--- config.mk ---
export PLATFORM = sky130hd
export DESIGN_NAME = regfile_wb_arbiter
export DESIGN_NICKNAME = d
export VERILOG_FILES = /design/src/rtl/rv_pkg.sv /design/src/rtl/rr_arb2.sv /design/src/rtl/regfile_wb_arbiter.sv
export SDC_FILE = /design/constraint.sdc
export NUM_CORES = 1
export LEC_CHECK = 0
export CAP_MARGIN = 40
export CORE_ASPECT_RATIO = 0.6
export CORE_MARGIN = 1.5
export CORE_UTILIZATION = 36
export DETAILED_ROUTE_END_ITERATION = 6
export MAX_ROUTING_LAYER = met4
export PLACE_DENSITY = 0.77
export SLEW_MARGIN = 20
export SYNTH_ARGS = -nofsm -noshare
export SYNTH_HDL_FRONTEND = slang
export SYNTH_SLANG_ARGS = --single-unit
--- constraint.sdc ---
create_clock -name clk -period 1.1 [get_ports clk]
set_input_delay 0.22 -clock clk [delete_from_list [all_inputs] [get_ports clk]]
set_output_delay 0.22 -clock clk [all_outputs]
set_load 0.05 [all_outputs]
--- src/rtl/rv_pkg.sv ---
// Shared writeback definitions: register address width, default register count,
// the writeback request bundle, and the "does this rd really write" helper.
package rv_pkg;

  localparam int REG_ADDR_W    = 5;
  localparam int XLEN          = 32;
  localparam int DEFAULT_NREGS = 16;

  typedef struct packed {
    logic                  valid;
    logic [REG_ADDR_W-1:0] rd;
    logic [XLEN-1:0]       data;
  } wb_req_t;

  // x0 and registers beyond the tracked file never reach the register file.
  function automatic logic rd_writable(input logic [REG_ADDR_W-1:0] rd, input int nregs);
    return (rd != '0) && (int'(rd) < nregs);
  endfunction

endpackage

--- src/rtl/rr_arb2.sv ---
// Two-requester round-robin arbiter: combinational one-hot grant, pointer
// flips to the losing side after every grant and holds when idle.
module rr_arb2 (
  input  logic       clk,
  input  logic       rst,
  input  logic [1:0] req,
  output logic [1:0] gnt
);

  logic ptr;  // 0 favours requester 0 (A), 1 favours requester 1 (B)

  // NOTE: every output of a combinational block gets a default first, so no path leaves it unassigned and no latch is inferred.
  always_comb begin
    gnt = 2'b00;
    if (!rst) begin
      case (req)
        2'b01:   gnt = 2'b01;
        2'b10:   gnt = 2'b10;
        2'b11:   gnt = ptr ? 2'b10 : 2'b01;
        default: gnt = 2'b00;
      endcase
    end
  end

  // NOTE: sequential state uses non-blocking assignments so every flop samples pre-edge values.
  always_ff @(posedge clk) begin
    if (rst)
      ptr <= 1'b0;
    else if (gnt != 2'b00)
      ptr <= gnt[0];
  end

endmodule

--- src/rtl/regfile_wb_arbiter.sv ---
// Arbitrates ALU and load-unit writebacks onto one register-file write port and
// tracks which registers have a claimed write still outstanding.
module regfile_wb_arbiter
  import rv_pkg::*;
#(
  parameter int NREGS = DEFAULT_NREGS
) (
  input  logic                  clk,
  input  logic                  rst,
  input  logic                  a_valid,
  input  logic [REG_ADDR_W-1:0] a_rd,
  input  logic [XLEN-1:0]       a_data,
  output logic                  a_ready,
  input  logic                  b_valid,
  input  logic [REG_ADDR_W-1:0] b_rd,
  input  logic [XLEN-1:0]       b_data,
  output logic                  b_ready,
  input  logic                  claim_valid,
  input  logic [REG_ADDR_W-1:0] claim_rd,
  output logic [REG_ADDR_W-1:0] rf_rd,
  output logic [XLEN-1:0]       rf_data,
  output logic [NREGS-1:0]      busy
);

  wb_req_t          a_req, b_req, win;
  logic [1:0]       gnt;
  logic             xfer;
  logic [NREGS-1:0] busy_q, busy_d;

  assign a_req = '{valid: a_valid, rd: a_rd, data: a_data};
  assign b_req = '{valid: b_valid, rd: b_rd, data: b_data};

  rr_arb2 u_arb (
    .clk (clk),
    .rst (rst),
    .req ({b_valid, a_valid}),
    .gnt (gnt)
  );

  assign a_ready = gnt[0];
  assign b_ready = gnt[1];
  assign win     = gnt[1] ? b_req : a_req;
  assign xfer    = (gnt != 2'b00) && win.valid;
  assign busy    = busy_q;

  // Clear applies first so a same-edge claim of the same register wins.
  always_comb begin
    busy_d = busy_q;
    for (int i = 1; i < NREGS; i++) begin
      if (rf_rd == REG_ADDR_W'(i))
        busy_d[i] = 1'b0;
      if (claim_valid && (claim_rd == REG_ADDR_W'(i)))
        busy_d[i] = 1'b1;
    end
    busy_d[0] = 1'b0;
  end

  // NOTE: rf_data is reset too, so the write port shows a known value straight out of reset.
  always_ff @(posedge clk) begin
    if (rst) begin
      rf_rd   <= '0;
      rf_data <= '0;
      busy_q  <= '0;
    end else begin
      busy_q <= busy_d;
      if (xfer) begin
        rf_rd   <= rd_writable(win.rd, NREGS) ? win.rd : '0;
        rf_data <= win.data;
      end else begin
        rf_rd   <= '0;
      end
    end
  end

endmodule

-- After elaboration in Yosys (flattened, before gate mapping)
Cells that the tools add are included.
- output and inout port bits: 55
- logic and storage cells: 124
- input port bits: 84
- flip-flop bits (word level): 54
- reduce and logical (&&, ||, !) cells: 35
- eq/ne operators: 33
- bitwise operators: 2
- multiplexer cells: 34
- magnitude comparators: 1
- operators with widths (cell ; count):
    equality test 5 x 4 -> 1 bit (second input constant) ; 16
    equality test 5 x 3 -> 1 bit (second input constant) ; 8
    2-to-1 mux 38 bit ; 1
    nonzero test 2 bit ; 16
    2-to-1 mux 1 bit ; 30
    equality test 5 x 2 -> 1 bit (second input constant) ; 4
    logical AND 1 bit ; 17
    equality test 5 x 1 -> 1 bit (second input constant) ; 2
    one-hot mux 2 bit (3 select lines) ; 1
    < comparator 5 bit (second input constant) ; 1
    nonzero test 5 bit ; 1
    equality test 2 bit (second input constant) ; 2
    2-to-1 mux 2 bit ; 2
    OR reduction 3 bit ; 1
    equality test 2 x 1 -> 1 bit (second input constant) ; 1
    NOT 1 bit ; 2

-- Longest topological paths before layout
- word-level depth: 8
- gate-level depth with buffers: 5
- gate-level depth less buffers: 3

-- Modules after synthesis
From an unflattened synthesis, not the netlist that was laid out.
- cell total of the unflattened synthesis: 256
- area total of the unflattened synthesis: 2567.5 µm²
- modules (own cells, without submodules) (module ; seq. area each (µm²) ; times used ; cells each ; area an instance (µm²)):
    regfile_wb_arbiter ; 1041.0 ; 1 ; 250 ; 2506.2
    rr_arb2 ; 20.0 ; 1 ; 6 ; 61.3

-- Worst setup path after synthesis
OpenSTA, ideal clock, no wires.
- kind: register to register
- start: reg rf_rd[3]
- end: reg busy_q[8] (netlist: busy[8])
- setup time: 0.135 ns
- slack: -0.468 ns
- data arrival time: 1.433 ns
- buffers on the path: 0
- data required time: 0.965 ns
- clock period less this slack: 1.568 ns
- stages on the path, launching flop included: 4
- cells stage by stage: dfxtp_1 or3b_1 o311ai_0 o21ai_0
- cells in the longest elaborated chain, start to end: 2
- ends and longest elaborated chain (item ; line ; text):
    start, declared ; regfile_wb_arbiter.sv:20 ; output logic [REG_ADDR_W-1:0] rf_rd,
    start signal, assigned ; regfile_wb_arbiter.sv:67 ; rf_rd <= rd_writable(win.rd, NREGS) ? win.rd : '0;
    equality test 5 x 4 -> 1 bit ; regfile_wb_arbiter.sv:50 ; if (rf_rd == REG_ADDR_W'(i))
    nonzero test 2 bit (no source line) ; -- ;
    end signal, assigned ; regfile_wb_arbiter.sv:65 ; busy_q <= busy_d;
    end, declared ; regfile_wb_arbiter.sv:28 ; logic [NREGS-1:0] busy_q, busy_d;
Every way passes these cells.
A chain may end at the register's enable or synchronous reset.

-- Worst setup path in the final report
- start: reg u_arb.ptr
- end: out a_ready
- cells in the longest elaborated chain, start to end: 3
- ends and longest elaborated chain (item ; line ; text):
    start, declared ; rr_arb2.sv:10 ; logic ptr;
    start signal, assigned ; rr_arb2.sv:30 ; ptr <= gnt[0];
    2-to-1 mux 2 bit ; rr_arb2.sv:19 ; 2'b11: gnt = ptr ? 2'b10 : 2'b01;
    one-hot mux 2 bit (3 select lines) ; rr_arb2.sv:16 ; case (req)
    2-to-1 mux 2 bit ; rr_arb2.sv:15 ; if (!rst) begin
    end, declared ; regfile_wb_arbiter.sv:13 ; output logic a_ready,
Every way passes these cells.

==> results by group <==
Run status
  – Status: complete, but fails checks
  – Failing checks: setup timing

Timing
  – Fin. max-slew vios: 0
  – Crit share post-route: 1.22
  – Final setup vio count: between 50 and 60
  – PnR worst setup slack: -241 ps
  – Clk_skew: 7.86 ps
  – RSZ-0062 raised after global routing: true
  – Setup TNS: -6360 ps
  – Final hold vios: 0
  – Max Fclk: 746 MHz
  – Clock period minus final worst setup slack: about 1300 ps

Route
  – Wirelength per Cell: 16.3 um
  – Pre-antenna DRT Iters: 5
  – Vias per cell: 5.18
  – Via count: just over 3000
  – Final wirelength: slightly below 10 mm
  – Drt first-iter violations: 156
  – Routed Antenna Nets: 0
  – DRC: 0

Global route
  – Initial antenna violation count: 0
  – Tot GR Track Use: 0.240
  – Vias in the first global route: 2959
  – GRT overflow: 0
  – Largest net degree at the start of global routing: 27
  – First-pass GRT wire length: 14.8 mm

Synthesis
  – Ys Warns: 0
  – Synthesized area: roughly 2700 um^2
  – Number of synthesized register bits: 53
  – Mean Syn Cell Area: about 8.6 um^2
  – EDFF count, synth: 0
  – Ys async rst share: 0
  – Area leader, netlist: dfxtp_1
  – Yosys cell types: 35
  – Top_reg_cell synth: dfxtp_1
  – Top cell type's share of synthesized area: 0.390
  – Mapped Cells: 317
  – Sequential area share after synthesis: 0.390
  – Top cells by area, synth: dfxtp_1, o211a_1, o21bai_1

Final layout
  – Commonest non-fill, non-tap cell in the layout: clkdlybuf4s50_1
  – Most frequent cells in the layout: clkdlybuf4s50_1, buf_12, dfxtp_1
  – Non-filler cells, final: 595
  – Area growth syn-to-layout: 101%
  – Antenna Cells: 0
  – Fillers: between 500 and 600
  – Final net count: 574
  – Proportion of layout cells with a drive suffix above 1: 0.316

Worst setup path
  – Critical path class: reg2out
  – CP Max Fanout: 3
  – Arrival time worst endpoint: around 1100 ps
  – Crit path launch type: flop
  – CP Data Required Time: ~880 ps
  – Worst Setup End Kind: output pin

Floorplanning
  – Number of I/O pins: around 140
  – Core area: 7300 um^2
  – Row Count: 24
  – Die Ht: about 70 um
  – Die ar.: 8110 um^2
  – Initial core utilization: 0.373
  – Die width: between 100 and 150 um

Clocking
  – Longest Clk Path Bufs: 2
  – Cts hold-fix bufs: 0
  – Root Buffer: clkbuf_16
  – Clock sink total: 53
  – CTS tree: yes
  – Skew-Pair Late Insertion Delay: between 200 and 300 ps
  – Clk slew on worst S/H paths: about 70 ps
  – Number of buffers created by CTS: 5
  – Max H-tree Level: 2

Placed design
  – DP HPWL: ~7.4 mm
  – Port Buf Inserts: 137
  – Gpl congestion: 0.897
  – Total placed cells including tap cells: 580
  – Post-placement setup slack: -513 ps

Pwr
  – Pwr dens: 1080 nW/um^2
  – Leakage: about 2.4 nW
  – Peak VDD IR: 0.842 mV
  – Total power: 0.00590 W

Run
  – Max Cap Viol: 0

Hold path
  – Min-delay worst type: in2reg
-- worst max-delay path: stages (launching register included) --
cell	delay (ps)
dfxtp_4	360
a21oi_4	190
nand2_8	70
clkinvlp_4	80
buf_12	130
-- cell type report --
type	count	area (um^2)	area share
repair buffers	190	2380	0.436
multi-input cells	235	1690	0.309
flip-flops and latches	53	1090	0.198
clock buffers	7	153	0.0279
well taps	104	130	0.0238
inverters	5	22.5	0.00411
clock inverters	1	5.00	0.000914
-- final timing paths --
kind | start | endpoint | slack (ps) | cells after the start
hold reg to reg | busy[14] | busy[14] | 510 | 2
setup / recovery | u_arb.ptr | a_ready | -240 | 4
setup reg to reg | u_arb.ptr | rf_data[29] | -180 | 5
hold / removal | rst | busy[14] | 420 | 3
-- synthesized netlist by cell type, types with 2 or more instances --
library cell and count:
dfxtp_1 53, nor2_1 34, nor2b_1 34, a21oi_1 33, o211a_1 32, o21bai_1 32
o21ai_0 12, clkbuf_1 11, buf_2 10, o211ai_1 10, nand2b_1 7, inv_1 5
nand2_1 5, nand3_1 5, a211oi_1 4, o21ai_1 3, o311ai_0 3, or2_2 3
buf_1 2, o41ai_1 2, or3_1 2, or3b_1 2
-- metal layers --
layer,GRT usage,vias to the layer above,wire [um]
met2,0.370,123,4440
met3,0.0408,8,581
met4,0.0288,0,58
met1,0.339,1455,4600
met5,-,-,0
li1,-,1496,-
-- power breakdown --
| part | leakage, nW | internal [W] | switching (W) |
|---|---|---|---|
| registers | 0.443 | 0.00204 | 0.000143 |
| clock network | 0.0799 | 0.000966 | 0.000696 |
| logic | 1.84 | 0.00110 | 0.000957 |
-- kinds of logic after synthesis --
| family | after synthesis | share of synthesized area |
|---|---|---|
| and+or+nand+nor | 97 | 0.193 |
| buffers and inverters | 30 | 0.0501 |
| other | 1 | 0.00138 |
| AOI/OAI and AO/OA | 136 | 0.366 |
| DFF | 53 | 0.390 |
-- what timing repair did --
action | in CTS | in global routing
endpoints found under the setup margin | 56 | 57
pin swaps | 12 | 3
setup buffers | 6 | 1
resized for setup | 32 | 12
hold endpoints to repair | 0 | 0
-- through the flow --
stage	utilization	cell area [um^2]	hold slack (ps)
6_report	0.750	5480	418
5_1_grt	0.750	5480	458
2_1_floorplan	-	2810	312
4_1_cts	0.742	5410	431
3_5_place_dp	0.699	5100	499
3_3_place_gp	0.699	5100	498
-- registers in the layout, summed over array words and instances, names as in the netlist --
name       cells
busy          15
rf_data       32
u_arb.ptr      1
rf_rd          5
No activity file was read; power rests on OpenSTA's default activity.
